$ cat src/rtl/axil_reg_master.sv
// axil_reg_master: single-command AXI-Lite initiator.
// Accepts one register read or write command at a time, runs the matching
// AXI-Lite transaction and holds the captured response until it is consumed.
// Every AXI and response output is registered. cmd_ready is decoded from the state.
module axil_reg_master #(
    parameter int ADDR_WIDTH = 8,
    parameter int DATA_WIDTH = 32
) (
    input  logic                  m_axi_lite_aclk,
    input  logic                  axi_resetn,
    // command side
    input  logic                  cmd_valid,
    output logic                  cmd_ready,
    input  logic                  cmd_write,
    input  logic [ADDR_WIDTH-1:0] cmd_addr,
    input  logic [DATA_WIDTH-1:0] cmd_wdata,
    // response side
    output logic                  rsp_valid,
    input  logic                  rsp_ready,
    output logic [DATA_WIDTH-1:0] rsp_rdata,
    output logic [1:0]            rsp_resp,
    output logic                  rsp_err,
    // AXI-Lite write address / data / response
    output logic [ADDR_WIDTH-1:0] m_axi_lite_awaddr,
    output logic                  m_axi_lite_awvalid,
    input  logic                  m_axi_lite_awready,
    output logic [DATA_WIDTH-1:0] m_axi_lite_wdata,
    output logic                  m_axi_lite_wvalid,
    input  logic                  m_axi_lite_wready,
    input  logic [1:0]            m_axi_lite_bresp,
    input  logic                  m_axi_lite_bvalid,
    output logic                  m_axi_lite_bready,
    // AXI-Lite read address / data
    output logic [ADDR_WIDTH-1:0] m_axi_lite_araddr,
    output logic                  m_axi_lite_arvalid,
    input  logic                  m_axi_lite_arready,
    input  logic [DATA_WIDTH-1:0] m_axi_lite_rdata,
    input  logic [1:0]            m_axi_lite_rresp,
    input  logic                  m_axi_lite_rvalid,
    output logic                  m_axi_lite_rready
);

    typedef enum logic [2:0] {
        IDLE    = 3'd0,
        WR_AW_W = 3'd1,
        WR_B    = 3'd2,
        RD_AR   = 3'd3,
        RD_R    = 3'd4,
        RESP    = 3'd5
    } state_t;

    state_t                  state_r;
    state_t                  state_s;

    logic                    accept_s;
    logic                    aw_hs_s;
    logic                    w_hs_s;
    logic                    ar_hs_s;
    logic                    b_hs_s;
    logic                    r_hs_s;
    logic                    wr_done_s;

    logic [ADDR_WIDTH-1:0]   awaddr_r;
    logic [ADDR_WIDTH-1:0]   araddr_r;
    logic [DATA_WIDTH-1:0]   wdata_r;
    logic                    awvalid_r;
    logic                    wvalid_r;
    logic                    arvalid_r;
    logic                    bready_r;
    logic                    rready_r;
    logic                    rsp_valid_r;
    logic [DATA_WIDTH-1:0]   rsp_rdata_r;
    logic [1:0]              rsp_resp_r;
    logic                    rsp_err_r;

    // Handshake decode; a write channel counts as done once its valid has dropped
    // or is completing this cycle, so AW and W may finish in any order.
    always_comb begin
        accept_s  = (state_r == IDLE) && cmd_valid;
        aw_hs_s   = awvalid_r && m_axi_lite_awready;
        w_hs_s    = wvalid_r && m_axi_lite_wready;
        ar_hs_s   = arvalid_r && m_axi_lite_arready;
        b_hs_s    = bready_r && m_axi_lite_bvalid;
        r_hs_s    = rready_r && m_axi_lite_rvalid;
        wr_done_s = (!awvalid_r || m_axi_lite_awready) && (!wvalid_r || m_axi_lite_wready);
    end

    // Next-state decode for the single-outstanding transaction sequencer.
    always_comb begin
        state_s = state_r;
        case (state_r)
            IDLE: begin
                if (accept_s) begin
                    state_s = cmd_write ? WR_AW_W : RD_AR;
                end else begin
                    state_s = IDLE;
                end
            end
            WR_AW_W: begin
                if (wr_done_s) begin
                    state_s = WR_B;
                end else begin
                    state_s = WR_AW_W;
                end
            end
            WR_B: begin
                if (b_hs_s) begin
                    state_s = RESP;
                end else begin
                    state_s = WR_B;
                end
            end
            RD_AR: begin
                if (ar_hs_s) begin
                    state_s = RD_R;
                end else begin
                    state_s = RD_AR;
                end
            end
            RD_R: begin
                if (r_hs_s) begin
                    state_s = RESP;
                end else begin
                    state_s = RD_R;
                end
            end
            RESP: begin
                if (rsp_ready) begin
                    state_s = IDLE;
                end else begin
                    state_s = RESP;
                end
            end
            default: begin
                state_s = IDLE;
            end
        endcase
    end

    // State register.
    always_ff @(posedge m_axi_lite_aclk or negedge axi_resetn) begin
        if (!axi_resetn) begin
            state_r <= IDLE;
        end else begin
            state_r <= state_s;
        end
    end

    // Command capture: address and data stay fixed for the whole transaction.
    always_ff @(posedge m_axi_lite_aclk or negedge axi_resetn) begin
        if (!axi_resetn) begin
            awaddr_r <= {ADDR_WIDTH{1'b0}};
            araddr_r <= {ADDR_WIDTH{1'b0}};
            wdata_r  <= {DATA_WIDTH{1'b0}};
        end else if (accept_s && cmd_write) begin
            awaddr_r <= cmd_addr;
            wdata_r  <= cmd_wdata;
        end else if (accept_s) begin
            araddr_r <= cmd_addr;
        end
    end

    // Address/data valids: raised on command accept, each dropped only after its own ready.
    always_ff @(posedge m_axi_lite_aclk or negedge axi_resetn) begin
        if (!axi_resetn) begin
            awvalid_r <= 1'b0;
            wvalid_r  <= 1'b0;
            arvalid_r <= 1'b0;
        end else begin
            if (accept_s && cmd_write) begin
                awvalid_r <= 1'b1;
            end else if (aw_hs_s) begin
                awvalid_r <= 1'b0;
            end
            if (accept_s && cmd_write) begin
                wvalid_r <= 1'b1;
            end else if (w_hs_s) begin
                wvalid_r <= 1'b0;
            end
            if (accept_s && !cmd_write) begin
                arvalid_r <= 1'b1;
            end else if (ar_hs_s) begin
                arvalid_r <= 1'b0;
            end
        end
    end

    // Response-channel readies and rsp_valid follow the state being entered.
    always_ff @(posedge m_axi_lite_aclk or negedge axi_resetn) begin
        if (!axi_resetn) begin
            bready_r    <= 1'b0;
            rready_r    <= 1'b0;
            rsp_valid_r <= 1'b0;
        end else begin
            bready_r    <= (state_s == WR_B);
            rready_r    <= (state_s == RD_R);
            rsp_valid_r <= (state_s == RESP);
        end
    end

    // Response capture; read data reads back as zero after a write.
    always_ff @(posedge m_axi_lite_aclk or negedge axi_resetn) begin
        if (!axi_resetn) begin
            rsp_rdata_r <= {DATA_WIDTH{1'b0}};
            rsp_resp_r  <= 2'b00;
            rsp_err_r   <= 1'b0;
        end else if (b_hs_s) begin
            rsp_rdata_r <= {DATA_WIDTH{1'b0}};
            rsp_resp_r  <= m_axi_lite_bresp;
            rsp_err_r   <= (m_axi_lite_bresp != 2'b00);
        end else if (r_hs_s) begin
            rsp_rdata_r <= m_axi_lite_rdata;
            rsp_resp_r  <= m_axi_lite_rresp;
            rsp_err_r   <= (m_axi_lite_rresp != 2'b00);
        end
    end

    assign cmd_ready          = (state_r == IDLE);
    assign rsp_valid          = rsp_valid_r;
    assign rsp_rdata          = rsp_rdata_r;
    assign rsp_resp           = rsp_resp_r;
    assign rsp_err            = rsp_err_r;
    assign m_axi_lite_awaddr  = awaddr_r;
    assign m_axi_lite_awvalid = awvalid_r;
    assign m_axi_lite_wdata   = wdata_r;
    assign m_axi_lite_wvalid  = wvalid_r;
    assign m_axi_lite_bready  = bready_r;
    assign m_axi_lite_araddr  = araddr_r;
    assign m_axi_lite_arvalid = arvalid_r;
    assign m_axi_lite_rready  = rready_r;

endmodule
$ cat config.mk
export PLATFORM = sky130hd
export DESIGN_NAME = axil_reg_master
export DESIGN_NICKNAME = d
export VERILOG_FILES = /design/src/rtl/axil_reg_master.sv
export SDC_FILE = /design/constraint.sdc
export NUM_CORES = 1
export LEC_CHECK = 0
export BUFFER_PORTS_ARGS = -buffer_cell sky130_fd_sc_hd__buf_2
export CORE_MARGIN = 1.5
export CORE_UTILIZATION = 49
export CTS_CLUSTER_SIZE = 25
export DETAILED_ROUTE_END_ITERATION = 6
export GPL_ROUTABILITY_DRIVEN = 0
export HOLD_SLACK_MARGIN = 0.15
export MAX_ROUTING_LAYER = met4
export PLACE_DENSITY = 0.95
export SKIP_LAST_GASP = 1
export SLEW_MARGIN = 20
export SYNTH_ARGS = -nofsm -noshare
export SYNTH_HDL_FRONTEND = slang
export SYNTH_SLANG_ARGS = --single-unit
$ cat constraint.sdc
create_clock -name m_axi_lite_aclk -period 3.01 [get_ports m_axi_lite_aclk]
set_input_delay 0.4515 -clock m_axi_lite_aclk [delete_from_list [all_inputs] [get_ports m_axi_lite_aclk]]
set_output_delay 0.4515 -clock m_axi_lite_aclk [all_outputs]
set_load 0.1 [all_outputs]
---- Word-level counts from Yosys, hierarchy flattened ----
Cells that the tools add are included.
storage, ports and cells
  bits in registers ....................... 92
  bits of input ports ..................... 86
  output and inout port bits .............. 90
  logic and storage cells ................. 64
operators by class
  equal/unequal tests ..................... 8
  multiplexer cells ....................... 20
  bitwise logic cells ..................... 1
  reduce and logical (&&, ||, !) cells .... 22
operators by type and width
  cell                number
  $mux 32             2
  $pmux 3 s6          1
  $eq 3x3->1 const B  4
  $reduce_bool 2->1   6
  $mux 2              5
  $eq 3x2->1 const B  3
  $logic_and 1x1->1   9
  $mux 1              9
  $mux 3              3
  $eq 3x1->1 const B  1
  $logic_not 1->1     3
  $logic_not 3->1     1
  $logic_or 1x1->1    2
  $reduce_and 2->1    1
  $not 1->1           1

---- Depth between registers and ports, before layout ----
  word-level depth ........................ 6
  mapped depth ............................ 5
  gate-level depth less buffers ........... 3

---- Least setup slack after synthesis ----
Ideal clock, no wire load.
  kind .................................... flip-flop to flip-flop
  start point ............................. register state_r[1]
  end point ............................... register araddr_r[0] (netlist: m_axi_lite_araddr[0])
  setup time .............................. 125 ps
  data arrival time ....................... 2085 ps
  required time ........................... 2885 ps
  path slack .............................. 800 ps
  cell stages (with the launch flop) ...... 5
  path buffers ............................ 1
  period minus slack after synthesis ...... 2210 ps
  cells stage by stage .................... dfrtp_1 > nor3_4 > and3b_1 > buf_4 > mux2_2
between the ends
  cells in the longest elaborated chain, start to end .. 5
RTL lines
  element                         line  RTL
  start: declaration              52    state_t state_r;
  start signal: assignment        145   state_r <= state_s;
  $logic_not 3->1 (*)             n/a
  net cmd_ready                   13    output logic cmd_ready,
  $logic_and 1x1->1 (*)           79    accept_s = (state_r == IDLE) && cmd_valid;
  $logic_and 1x1->1               155   end else if (accept_s && cmd_write) begin
  $not 1->1 (no line)             n/a
  $reduce_and 2->1 (no line) (*)  n/a
  end signal: assignment          153   araddr_r <= {ADDR_WIDTH{1'b0}};
  end signal: assignment          159   araddr_r <= cmd_addr;
  end: declaration                64    logic [ADDR_WIDTH-1:0] araddr_r;
The timed path passes the listed nets; every way through them passes the cells marked *.
A chain may end at the register's enable or synchronous reset.

---- Final worst setup path ----
  start point ............................. register state_r[1]
  end point ............................... register wdata_r[15] (netlist: m_axi_lite_wdata[15])
between the ends
  cells in the longest elaborated chain, start to end .. 3
RTL lines
  element                 line  RTL
  $logic_not 3->1         79
  $logic_and 1x1->1       79
  $logic_and 1x1->1       155
  end signal: assignment  154   wdata_r <= {DATA_WIDTH{1'b0}};
  end signal: assignment  157   wdata_r <= cmd_wdata;
  end: declaration        65    logic [DATA_WIDTH-1:0] wdata_r;
No other way between the ends.

==> summary.txt <==
Status
  – Status: finished, final reports clean

Floorplan
  – Top-Level Pins: approximately 180
  – Initial core utilization: 50.5%
  – Die area: 7950 um^2
  – Die width: 89.2 um
  – Chip Height: 89.2 um
  – Core area: 7210 um^2
  – Row count: 31

Synth
  – Mapped Area: 3640 um^2
  – Ys flop type: dfrtp_1
  – Post-Synthesis Net Count: just over 300
  – FFs w/ async S/R, synth: 100%
  – Yosys cell types: 33
  – Synth Instances: around 230
  – Mapped Avg Cell Area: 16.2 um^2
  – Yosys warns: 0
  – Seq/Total Area, Yosys: 63.3%
  – FF+latch count, synth: ~90
  – Post-synth EDFFs: 0

Timing
  – Period utilization: between 60% and 70%
  – Fmax: 476 MHz
  – Slew Limit Headroom: 45.7%
  – Final Hold Viols: 0
  – RSZ-0062 raised after global routing: no
  – Final setup viols: 0
  – Final worst slack: 0.909 ns
  – Fin Clk Skew: 0.0170 ns
  – Final min period: approximately 2.1 ns
  – Setup TNS: 0 ns
  – Slew @ Worst Pin: 0.814 ns
  – Max Transition Viols Final: 0

Setup path
  – Worst-path maximum fanout: 42
  – Crit path DAT: 2.33 ns
  – Setup CP Type: flip-flop to flip-flop
  – CP cell instances: nor3_4, nand3_4, mux2_4
  – Worst r2r path cells: 3
  – Critical path launch point type: flip-flop
  – Slowest cell delay on critical path: 0.64 ns
  – R2r setup slk: about 0.9 ns
  – R2r startpoint: state_r[1]$_DFF_PN0_
  – Delay-heaviest family, CP: simple AND/OR/NAND/NOR gates
  – Slowest CP cell: nand3_4
  – Crit end category: flip-flop
  – Req. time, crit path: 3.24 ns
  – Buf+Inv Stages, Crit Path: 0
  – FF-to-FF End: m_axi_lite_wdata[15]$_DFFE_PN0P_

Drt
  – Vias per Instance: around 5.1
  – Detailed Route Iter0 Violations: 94
  – Wire per inst: about 16 um
  – Vias: roughly 2600
  – Final wirelength: around 8.1 mm
  – Number of routed nets with antenna violations: 0
  – Pre-antenna DRT Iters: 4
  – DRC: 0

Clocking
  – TritonCTS Sinks: 92
  – Clock-pin slew on the worst setup and hold paths: 0.10 ns
  – CTS root buffer: clkbuf_8
  – Worst skew pair latency: 0.35 ns
  – # H-tree levels: 3
  – TritonCTS clock tree: built
  – Max Root-Sink Buffers: 2
  – TritonCTS Buffers: 9

Cells and area
  – Register Area: roughly 2300 um^2
  – Highest-count cells in the layout ignoring fill and taps: buf_2 (174), dfrtp_1 (92), mux2_4 (38)
  – Ant diodes: 0
  – Area of the multi-input gates: 1250 um^2
  – Fraction of layout cells with a size suffix above 1: 60.3%
  – Final Core Density: between 60% and 70%
  – Fill count: around 550
  – Final layout net count: 487
  – Commonest non-fill, non-tap cell in the layout: buf_2
  – Layout overhead on the synthesized area: 32.8%

GRT
  – Global-route wire length before repair: 11.9 mm
  – Vias in the first global route: 2466
  – Total track usage: 20.6%
  – Pin count of the biggest net entering global routing: between 90 and 100
  – Gr ovfl total: 0
  – Initial antenna violation count: 0

Min path
  – Hold path endpoint: rsp_rdata[22]$_DFFE_PN0P_
  – Hold depth: 2
  – Hold path start: m_axi_lite_rdata[22]
  – Hold crit path type: input pin to flip-flop

Placed design
  – Port bufs: 175
  – Place WS: approximately 0.91 ns
  – Detailed placer's ending HPWL: 5.84 mm

Run
  – Max_cap viols: 0
-- Yosys cell counts, types with 2 or more instances --
cell	instances	share of area, %
nand2b_1	2	0.34
nand2_1	9	0.93
buf_2	6	0.83
mux2i_1	2	0.55
a22o_1	32	7.7
and3b_1	2	0.48
buf_6	4	1.2
nor3b_1	3	0.62
dfrtp_1	92	63
clkbuf_1	2	0.21
mux2_2	10	3.1
o21ai_0	2	0.28
mux2_4	38	16
a31oi_1	2	0.34
-- stage by stage --
step | hold WS [ns] | cells | instance area [um^2]
global placement | 0.459 | 488 | 4580
CTS | 0.290 | 505 | 4830
detailed placement | 0.467 | 488 | 4580
global route | 0.289 | 505 | 4830
finish | 0.306 | 505 | 4830
floorplan | 0.156 | 225 | 3640
-- sequential cells by signal (all words and copies together) (netlist names) --
register,count
m_axi_lite_arvalid,1
m_axi_lite_awaddr,8
m_axi_lite_rready,1
state_r,3
m_axi_lite_wdata,32
m_axi_lite_bready,1
rsp_rdata,32
rsp_resp,2
rsp_valid,1
m_axi_lite_awvalid,1
m_axi_lite_wvalid,1
rsp_err,1
m_axi_lite_araddr,8
-- worst max-delay path by stage --
stage | startpoint | endpoint | slack, ns | cells past startpoint
2_1_floorplan | state_r[1]$_DFF_PN0_ | m_axi_lite_araddr[0]$_DFFE_PN0P_ | 0.80 | 4
3_3_place_gp | state_r[1]$_DFF_PN0_ | m_axi_lite_wdata[8]$_DFFE_PN0P_ | 0.93 | 3
3_5_place_dp | state_r[1]$_DFF_PN0_ | m_axi_lite_wdata[18]$_DFFE_PN0P_ | 0.91 | 3
4_1_cts | state_r[1]$_DFF_PN0_ | m_axi_lite_wdata[11]$_DFFE_PN0P_ | 0.89 | 3
5_1_grt | state_r[1]$_DFF_PN0_ | m_axi_lite_wdata[11]$_DFFE_PN0P_ | 0.79 | 3
6_report | state_r[1]$_DFF_PN0_ | m_axi_lite_wdata[15]$_DFFE_PN0P_ | 0.91 | 3
-- logic make-up after synthesis --
logic type | after synthesis | synth area share (%)
compound gates | 45 | 10.4
buf+inv | 14 | 2.58
simple gates | 24 | 4.43
mux | 50 | 19.3
flops | 92 | 63.3
-- per-layer routing --
layer | GRT usage, % | vias up | part of all wire [%]
met1 | 25.1 | 1280 | 42
met5 | - | - | 0
li1 | - | 1181 | -
met4 | 9.65 | 0 | 1.4
met3 | 5.45 | 10 | 7.5
met2 | 32.1 | 124 | 49
-- worst reg2reg max path: cells and delay by family, from the launching register on --
family	cells	cell delay, ns
and+or+nand+nor	2	0.94
muxes	1	0.56
DFF	1	0.48
-- final cells by class --
class,count,share of cell area (%)
flip-flops and latches,92,47.6
multi-input cells,119,25.9
repair buffers,178,18.9
clock buffers,10,2.64
well taps,99,2.56
clock inverters,6,2.30
inverters,1,0.0776
-- repair_timing --
item | 4_1_cts | 5_1_grt
hold endpoints to repair | 28 | 0
buffers inserted | 0 | 0
resized for setup | 0 | 0
hold buffers | 1 | 0
Power is not shown: default switching activity piles up to over one toggle a cycle in this logic, so the estimate is an artifact.
